--- src/rtl/proc_io_fifo.sv ---
// Processor I/O block: a FIFO per external input and output channel, with processor read/write ports and stall.
// Optional interrupt request is enabled by defining PROC_IO_ITR_EN.

module proc_io_fifo_chan #(
    parameter int WIDTH = 16,
    parameter int DEPTH = 4
) (
    input  logic             clk,
    input  logic             rst,
    input  logic             push,
    input  logic             pop,
    input  logic [WIDTH-1:0] wdata,
    output logic [WIDTH-1:0] head,
    output logic             empty,
    output logic             full
);
    localparam int PW = $clog2(DEPTH);
    localparam int CW = PW + 1;

    logic [WIDTH-1:0] mem [DEPTH];
    logic [PW-1:0]    wr_ptr;
    logic [PW-1:0]    rd_ptr;
    logic [CW-1:0]    count;
    logic             push_ok;
    logic             pop_ok;

    assign empty   = (count == '0);
    assign full    = (count == CW'(DEPTH));
    assign head    = mem[rd_ptr];
    // A full FIFO never accepts a push, even when it is popped in the same cycle.
    assign push_ok = push & ~full;
    assign pop_ok  = pop & ~empty;

    always_ff @(posedge clk or negedge rst) begin
        if (!rst) begin
            wr_ptr <= '0;
            rd_ptr <= '0;
            count  <= '0;
        end else begin
            if (push_ok) wr_ptr <= wr_ptr + PW'(1);
            if (pop_ok)  rd_ptr <= rd_ptr + PW'(1);
            case ({push_ok, pop_ok})
                2'b10:   count <= count + CW'(1);
                2'b01:   count <= count - CW'(1);
                default: count <= count;
            endcase
        end
    end

    always_ff @(posedge clk) begin
        if (push_ok) mem[wr_ptr] <= wdata;
    end
endmodule

module proc_io_fifo #(
    parameter int                NUBITS = 16,
    parameter int                NUIOIN = 2,
    parameter int                NUIOOU = 2,
    parameter int                FDEPTH = 4,
    parameter logic [NUIOIN-1:0] ITRMSK = '1
) (
    input  logic                       clk,
    input  logic                       rst,
    input  logic                       req_in,
    input  logic [$clog2(NUIOIN)-1:0]  addr_in,
    output logic [NUBITS-1:0]          io_in,
    input  logic                       out_en,
    input  logic [$clog2(NUIOOU)-1:0]  addr_out,
    input  logic [NUBITS-1:0]          io_out,
    output logic                       stall,
    output logic                       itr,
    input  logic [NUIOIN*NUBITS-1:0]   ext_in_data,
    input  logic [NUIOIN-1:0]          ext_in_valid,
    output logic [NUIOIN-1:0]          ext_in_ready,
    output logic [NUIOOU*NUBITS-1:0]   ext_out_data,
    output logic [NUIOOU-1:0]          ext_out_valid,
    input  logic [NUIOOU-1:0]          ext_out_ready
);
    localparam int AIW = $clog2(NUIOIN);
    localparam int AOW = $clog2(NUIOOU);

    logic [NUIOIN-1:0]        in_push;
    logic [NUIOIN-1:0]        in_pop;
    logic [NUIOIN-1:0]        in_empty;
    logic [NUIOIN-1:0]        in_full;
    logic [NUIOIN*NUBITS-1:0] in_head;
    logic [NUIOOU-1:0]        out_push;
    logic [NUIOOU-1:0]        out_pop;
    logic [NUIOOU-1:0]        out_empty;
    logic [NUIOOU-1:0]        out_full;
    logic [NUBITS-1:0]        rd_word;
    logic                     rd_stall;
    logic                     wr_stall;

    assign in_push       = ext_in_valid & ~in_full;
    assign ext_in_ready  = ~in_full;
    assign out_pop       = ext_out_ready & ~out_empty;
    assign ext_out_valid = ~out_empty;
    assign stall         = rst & (rd_stall | wr_stall);

    // Out-of-range channel addresses match no channel, so they neither pop/push nor stall.
    always_comb begin
        rd_word  = '0;
        rd_stall = 1'b0;
        in_pop   = '0;
        for (int k = 0; k < NUIOIN; k++) begin
            if (req_in && addr_in == AIW'(k)) begin
                if (in_empty[k]) begin
                    rd_stall = 1'b1;
                end else begin
                    in_pop[k] = 1'b1;
                    rd_word   = in_head[k*NUBITS +: NUBITS];
                end
            end
        end
    end

    always_comb begin
        wr_stall = 1'b0;
        out_push = '0;
        for (int j = 0; j < NUIOOU; j++) begin
            if (out_en && addr_out == AOW'(j)) begin
                if (out_full[j]) wr_stall = 1'b1;
                else             out_push[j] = 1'b1;
            end
        end
    end

    always_ff @(posedge clk or negedge rst) begin
        if (!rst)         io_in <= '0;
        else if (|in_pop) io_in <= rd_word;
    end

`ifdef PROC_IO_ITR_EN
    always_ff @(posedge clk or negedge rst) begin
        if (!rst) itr <= 1'b0;
        else      itr <= |(ITRMSK & ~in_empty);
    end
`else
    assign itr = 1'b0;
`endif

    for (genvar k = 0; k < NUIOIN; k++) begin : g_in
        proc_io_fifo_chan #(.WIDTH(NUBITS), .DEPTH(FDEPTH)) u_fifo (
            .clk   (clk),
            .rst   (rst),
            .push  (in_push[k]),
            .pop   (in_pop[k]),
            .wdata (ext_in_data[k*NUBITS +: NUBITS]),
            .head  (in_head[k*NUBITS +: NUBITS]),
            .empty (in_empty[k]),
            .full  (in_full[k])
        );
    end

    for (genvar j = 0; j < NUIOOU; j++) begin : g_out
        proc_io_fifo_chan #(.WIDTH(NUBITS), .DEPTH(FDEPTH)) u_fifo (
            .clk   (clk),
            .rst   (rst),
            .push  (out_push[j]),
            .pop   (out_pop[j]),
            .wdata (io_out),
            .head  (ext_out_data[j*NUBITS +: NUBITS]),
            .empty (out_empty[j]),
            .full  (out_full[j])
        );
    end
endmodule

--- config.mk ---
export PLATFORM = sky130hd
export DESIGN_NAME = proc_io_fifo
export DESIGN_NICKNAME = d
export VERILOG_FILES = /design/src/rtl/proc_io_fifo.sv
export SDC_FILE = /design/constraint.sdc
export NUM_CORES = 1
export LEC_CHECK = 0
export CAP_MARGIN = 20
export CORE_UTILIZATION = 60
export DETAILED_ROUTE_END_ITERATION = 6
export GPL_TIMING_DRIVEN = 0
export PLACE_DENSITY = 0.89
export SLEW_MARGIN = 20
export SYNTH_ARGS = -nofsm -noshare
export SYNTH_HDL_FRONTEND = slang
export SYNTH_HIERARCHICAL = 1
export SYNTH_SLANG_ARGS = --single-unit
--- constraint.sdc ---
create_clock -name clk -period 4.8 [get_ports clk]
set_clock_uncertainty 0.1 [all_clocks]
set_input_delay 0.96 -clock clk [delete_from_list [all_inputs] [get_ports clk]]
set_output_delay 0.96 -clock clk [all_outputs]
set_load 0.005 [all_outputs]
==> impl_metrics.json <==
{
  "status": "finished, final reports clean",
  "routed-via-count": 5783,
  "ios": 112,
  "core_area_um2": 19500,
  "initial_utilization_pct": 61.3,
  "port_buffers": 110,
  "clockRootBuffer": "clkbuf_16",
  "syn_area_per_cell_um2": 21.5,
  "wirelength_mm": 23.2,
  "wl_per_cell_um": 23.6,
  "p_total_mw": 8.66,
  "critPathMaxStageDelay_ns": 0.55,
  "dp.cells": 932,
  "setup_violations": 0,
  "cts_resized": 0,
  "relSlewSlack_pct": 33.6,
  "top_usage_layer": "met2",
  "die_area_um2": 20500,
  "cp_data_required_time_ns": 3.74,
  "syn_inst": 556,
  "syn_to_final_growth_pct": 20.5,
  "synth_area_leader_cell": "edfxtp_1",
  "ys_seq_area_share_pct": 73.5,
  "path_cells": "clkdlybuf4s50_1 > mux2_2 > a22oi_1 > nor2b_1 > clkdlybuf4s50_1",
  "met1_usage_pct": 30.3,
  "globalplace.congestion": 0.874,
  "fin_crit_sh_pct": 78.5,
  "nets": 780,
  "critical_path_class": "input port to output port",
  "synth.distinct_cells": 33,
  "grt_use_total_pct": 23.8,
  "fp.dieH_um": 143,
  "layout_min_cycle_time_ns": 3.77,
  "drtPass1Iterations": 5,
  "row_count": 51,
  "rsz0062_at_grt": "false",
  "fmaxAchievable_mhz": 265,
  "antenna_found_initial": 0,
  "synth_area_um2": 12000,
  "met3_usage_pct": 5.00,
  "yosys.area.top_type_share_pct": 64.3,
  "hold_viol": 0,
  "worstHoldPathType": "input port to asynchronous set/reset pin",
  "synth-seq-cells": 300,
  "hpwl_mm": 15.0,
  "drive_above_1_share_pct": 18.2,
  "cts.clk_slew.worst_paths_ns": 0.06,
  "viasPerCell": 5.87,
  "ys.flop_type": "edfxtp_1",
  "cp.arrival_ns": 2.71,
  "p_leak_nw": 5.19,
  "ant_nets": 0,
  "drtIter0Drc": 403,
  "n_antenna_cell": 0,
  "critPathBufInv": 2,
  "worstMarginPinSlew_ns": 0.996,
  "peakVddDrop_uv": 468,
  "grt_first_pass_wirelength_mm": 35.3,
  "worst_setup_path_start_kind": "input port",
  "fin_cells": 985,
  "synth_area_leaders": "edfxtp_1 (64%), dfrtp_1 (9.2%), mux4_1 (7.0%)",
  "grt_pass1_vias": 6232,
  "crit_path_frequent_cell": "clkdlybuf4s50_1",
  "synth-edff-count": 256,
  "nFillCells": 1117,
  "worst_skew_pair.late_latency_ns": 0.53,
  "grt.met2_usage_pct": 40.9,
  "cts_buffers": 29,
  "yosysWarnings": 6,
  "cts_hold_buf": 0,
  "cts_num_sinks": 300,
  "finalMaxSlewViolations": 0,
  "end_kind": "output port",
  "cts_tree": "yes",
  "syn_nets": 638,
  "cts-htree-levels": 1,
  "cap_violations": 0,
  "tns_ns": 0,
  "drc": 0,
  "async_reset_ff_share_pct": 14.7,
  "cp_slowest_cell": "clkdlybuf4s50_1",
  "cts_max_path_buffers": 3,
  "cp_max_fo": 3,
  "path_delay_family": "buffers and inverters",
  "fp.dieW_um": 143,
  "post_cts_buffers": 0,
  "grt_overflow": 0,
  "powerDensity_nw_per_um2": 601,
  "grt_max_degree": 28,
  "final_core_util_pct": 73.8
}
[Yosys cell counts, types with 7 or more instances]
cell      count
edfxtp_1    256
dfrtp_1      44
mux4_1       32
mux4_2       32
inv_1        28
ha_1         20
and2_1       16
xnor2_1      12
xor2_1       12
a21o_1       10
a22o_1        9
buf_2         8
buf_6         8
a22o_2        7
[cell families (layout without fill, tap and decap cells)]
group | Yosys count | count (layout) | synth area share (%)
compound gates | 37 | 37 | 2.67
flops | 300 | 300 | 73.5
buf+inv | 49 | 213 | 2.70
mux | 74 | 74 | 14.0
simple gates | 47 | 47 | 2.68
xor+xnor | 24 | 24 | 1.76
other cells | 1 | 1 | 0.0313
fa+ha+maj | 24 | 24 | 2.76
[power breakdown]
group	total [mW]	switching, mW	internal (mW)
Sequential	3.67	0.260	3.41
Combinational	2.69	1.24	1.45
Clock	2.29	0.926	1.36
[cell type report]
class / count / area, um^2 / area share, %
sequential: 300 / 8790 / 61.0
clock buffer: 39 / 857 / 5.95
inverter: 28 / 105 / 0.729
tap: 265 / 332 / 2.30
timing repair buffer: 111 / 1120 / 7.80
multi-input combinational: 207 / 2850 / 19.8
clock inverter: 14 / 135 / 0.938
buffer: 21 / 218 / 1.51
[through the flow]
step                      instance area [um^2]  worst slack, ns  hold WS [ns]
after floorplan                          12000             1.97         0.373
after global placement                   13400          -0.0481         0.365
after detailed placement                 13400             1.07         0.373
after CTS                                14400             1.03         0.378
after global routing                     14400            0.939         0.402
final                                    14400             1.03         0.374
[path summary, 6_finish.rpt]
kind	start	end	slack (ns)	cells past startpoint
setup / recovery	addr_in	stall	1.03	5
hold / removal	rst	g_in[1].u_fifo/wr_ptr[1]$_DFFE_PN0P_	0.37	1
setup reg to reg	g_in[0].u_fifo/count[0]$_DFFE_PN0P_	g_in[0].u_fifo/count[2]$_DFFE_PN0P_	1.90	10
hold reg to reg	io_in[11]$_DFFE_PN0P_	io_in[11]$_DFFE_PN0P_	0.38	1
max in group asynchronous	rst	g_in[0].u_fifo/wr_ptr[1]$_DFFE_PN0P_	3.68	2
min in group clk	io_in[11]$_DFFE_PN0P_	io_in[11]$_DFFE_PN0P_	0.38	1
[state kept, by name, indices dropped and copies added (netlist names)]
name / count
g_in.u_fifo/rd_ptr: 4
g_out.u_fifo/mem: 128
g_in.u_fifo/count: 6
g_out.u_fifo/rd_ptr: 4
g_in.u_fifo/mem: 128
io_in: 16
g_in.u_fifo/wr_ptr: 4
g_out.u_fifo/wr_ptr: 4
g_out.u_fifo/count: 6
[placed cells by master (no fill, tap or decap), types with 5 or more instances in the layout]
master             n
clkdlybuf4s50_1  109
buf_6              8
a21o_2             6
a21o_1            10
mux2_2             6
and2_1            16
xnor2_1           12
inv_1             28
dfrtp_1           44
a22o_2             7
mux4_1            32
nor2b_1            5
a22o_1             9
xor2_1            12
buf_2              9
ha_1              20
nand2_1            5
mux4_2            32
edfxtp_1         256
nor2_1             5
clkbuf_16         32
[metal layers]
| metal | wire, um | part of all wire (%) | vias to the layer above |
|---|---|---|---|
| met1 | 8810 | 38 | 2967 |
| met3 | 1760 | 7.6 | 51 |
| met5 | 0 | 0 | - |
| li1 | - | - | 2509 |
| met2 | 11900 | 51 | 256 |
| met4 | 750 | 3.2 | 0 |
(Power assumes the default switching activity.)
==> edit: new RTL, same settings <==
Build with the macro `PROC_IO_ITR_EN` defined.
--- a/src/rtl/proc_io_fifo.sv
+++ b/src/rtl/proc_io_fifo.sv
@@ -1,5 +1,7 @@
 // Processor I/O block: a FIFO per external input and output channel, with processor read/write ports and stall.
 // Optional interrupt request is enabled by defining PROC_IO_ITR_EN.
+
+`define PROC_IO_ITR_EN
 
 module proc_io_fifo_chan #(
     parameter int WIDTH = 16,
Behaviour: not the same (a bounded check fails within 4 cycles, from zero or initial values and one cycle with rst low).
==> edit against the original RTL <==
  * Routed wire length shrank 0.63%
  * Sequential cell count grew 1
  * Count of clock-buffer cells in the layout is the same
  * Critical path depth is the same
  * Design area is essentially flat
  * Synthesized area is essentially flat
  * Maximum frequency grew 3.4%
  * Power grew 0.15%
  * Via count grew 0.66%
  * Worst setup slack gained 120 ps
==> edit: results (changes against the original RTL) <==
Place
  – Routability cong.: 0.7468 (-15%)
  – Detailed Place HPWL: 14960 um (-0.53%)
  – Port Buffers: 111 (+0.91%)

Detailed routing
  – Vias: 5821 (+0.66%)
  – Total wire length: 23070 um (-0.63%)
  – Pre-antenna DRT Iters: 4 (-1)
  – DRT iter0 DRCs: 415 (+3.0%)

Synthesis
  – Most used DFF post-synth: edfxtp_1
  – Net Count, Synth: 638 (unchanged)
  – Unique masters post-synth: 31 (-6.1%)
  – Ranking of synthesized cells by area: edfxtp_1 (64%), dfrtp_1 (9.4%), mux4_1 (7.0%)
  – Post-synth EDFFs: 256 (unchanged)
  – Async set-or-reset flop fraction in the synthesized netlist: 14.95% (+0.28 points)
  – Post-synth top cells: edfxtp_1 (256), dfrtp_1 (45), mux4_1 (32), mux4_2 (32), inv_1 (28)
  – Yosys Warn Count: 6 (unchanged)
  – Seq/Total Area, Yosys: 73.65% (+0.19 points)

Layout
  – Regs by FF count: g_in.u_fifo/mem (128), g_out.u_fifo/mem (128), io_in (16)
  – Filler cells: 1119 (+0.18%)
  – Fraction of layout instances using a drive strength above 1: 15.97% (-2.2 points)
  – # nets final: 780 (unchanged)
  – ANT cells: 0 (unchanged)

Clock tree
  – CTS max path bufs: 3 (unchanged)
  – Latest clock arrival within the worst-skew pair: 530 ps (about the same)
  – Reg clk slew, reported paths: ~70 ps
  – Post-CTS Setup Inserts: 0 (unchanged)
  – Root buffer cell: clkbuf_16
  – H-tree levels: 1 (unchanged)
  – PostCTS Resize Cnt: 0 (unchanged)
  – CTS buffer count: 28 (-3.4%)

Power and ir drop
  – Net Switching: 0.002408 W (-0.89%)
  – Leak pwr: 5.184 nW (about the same)
  – Peak supply drop: 0.4116 mV (-12%)

Global route
  – Gr usage total: 23.70% (-0.083 points)
  – Number of antenna violations at the first check in global routing: 0 (unchanged)
  – Number of global-route vias before repair: 6228 (-0.064%)
  – First-pass GRT wire length: 35190 um (-0.37%)
  – Largest net degree at the start of global routing: 27 (-3.6%)

Timing
  – Final Hold Fails: 0 (unchanged)
  – Worst Tran Pin Value: 949.5 ps (-46.34 ps)
  – Setup violators final: 0 (unchanged)

Critical path
  – Crit-path slowest cell: nor3_1
  – Crit path DAT: 2580 ps (-130 ps)
  – Largest stage delay, worst path: 650 ps (+100 ps)
  – Critical path peak fanout: 5 (+2)

Worst hold path
  – Worst min path class: primary input to asynchronous set/reset pin

Status
  – Status: finished, final reports clean
-- edit: cell types whose count changed after synthesis --
cell	before	now
conb_1	1	0
dfrtp_1	44	45
mux2_1	0	1
nand2_1	5	6
buf_4	1	0
a22o_1	9	15
a22o_2	7	1
a21o_2	6	0
a21o_1	10	16
mux2_2	6	5
-- edit: path summary, 6_finish.rpt --
kind                                          from                  endpoint  slack, ps  cells after the start
setup / recovery           g_in[0].u_fifo/count[0]                     stall       1160                      5
hold / removal                                 rst  g_in[1].u_fifo/wr_ptr[0]        300                      1
setup reg to reg           g_in[0].u_fifo/count[0]   g_in[0].u_fifo/count[2]       1800                     10
hold reg to reg                          io_in[14]                 io_in[14]        380                      1
max in group asynchronous                      rst                 io_in[11]       3760                      2
min in group clk                         io_in[14]                 io_in[14]        380                      1
-- edit: layout make-up --
cell class	count	area, um2	area share, %
buffer	20	210.2	1.459
clock buffer	39	813.3	5.645
clock inverter	13	170.2	1.181
inverter	28	105.1	0.7295
multi-input combinational	207	2838	19.70
sequential	301	8813	61.17
tap	265	331.6	2.301
timing repair buffer	112	1126	7.816
-- edit: logic make-up after synthesis --
logic type,share of synthesized area (%)
fa+ha+maj,2.760
mux,13.95
buf+inv,2.635
xor+xnor,1.757
simple gates,2.708
flops,73.65
compound gates,2.541
-- edit: worst max-delay path, delay by kind of cell, from the launching register on --
family / cells / cell delay [ps]
and+or+nand+nor: 2 / 760
muxes: 1 / 240
AOI/OAI and AO/OA: 1 / 90
buffers and inverters: 1 / 510
DFF: 1 / 450
-- edit: metrics by stage --
step	total power, W	utilization [%]	setup slack (ps)	cell area, um2	std cells
3_5_place_dp	0.006407	68.75	1013	13420	933
2_1_floorplan	0.005279	-	1968	11970	556
4_1_cts	0.008743	73.79	1122	14410	985
6_report	0.008670	73.79	1157	14410	985
5_1_grt	0.009038	73.79	1053	14410	985
3_3_place_gp	0.006225	68.67	35.15	13410	932
-- edit: metal layers --
metal | global-route usage, % | wire [um] | vias to the layer above
met5 | 0 | 0 | -
met4 | 8.511 | 862 | 0
met3 | 3.655 | 1280 | 54
met2 | 42.26 | 12180 | 234
met1 | 29.55 | 8753 | 3009
li1 | - | - | 2524
-- edit: power by group through the flow --
stage / logic (W) / clock network [W] / registers (W)
2_1_floorplan: 0.00165 / 0 / 0.00363
3_3_place_gp: 0.00256 / 0 / 0.00366
3_5_place_dp: 0.00269 / 0 / 0.00371
4_1_cts: 0.00273 / 0.00234 / 0.00367
5_1_grt: 0.00289 / 0.00243 / 0.00371
6_report: 0.00269 / 0.00231 / 0.00367
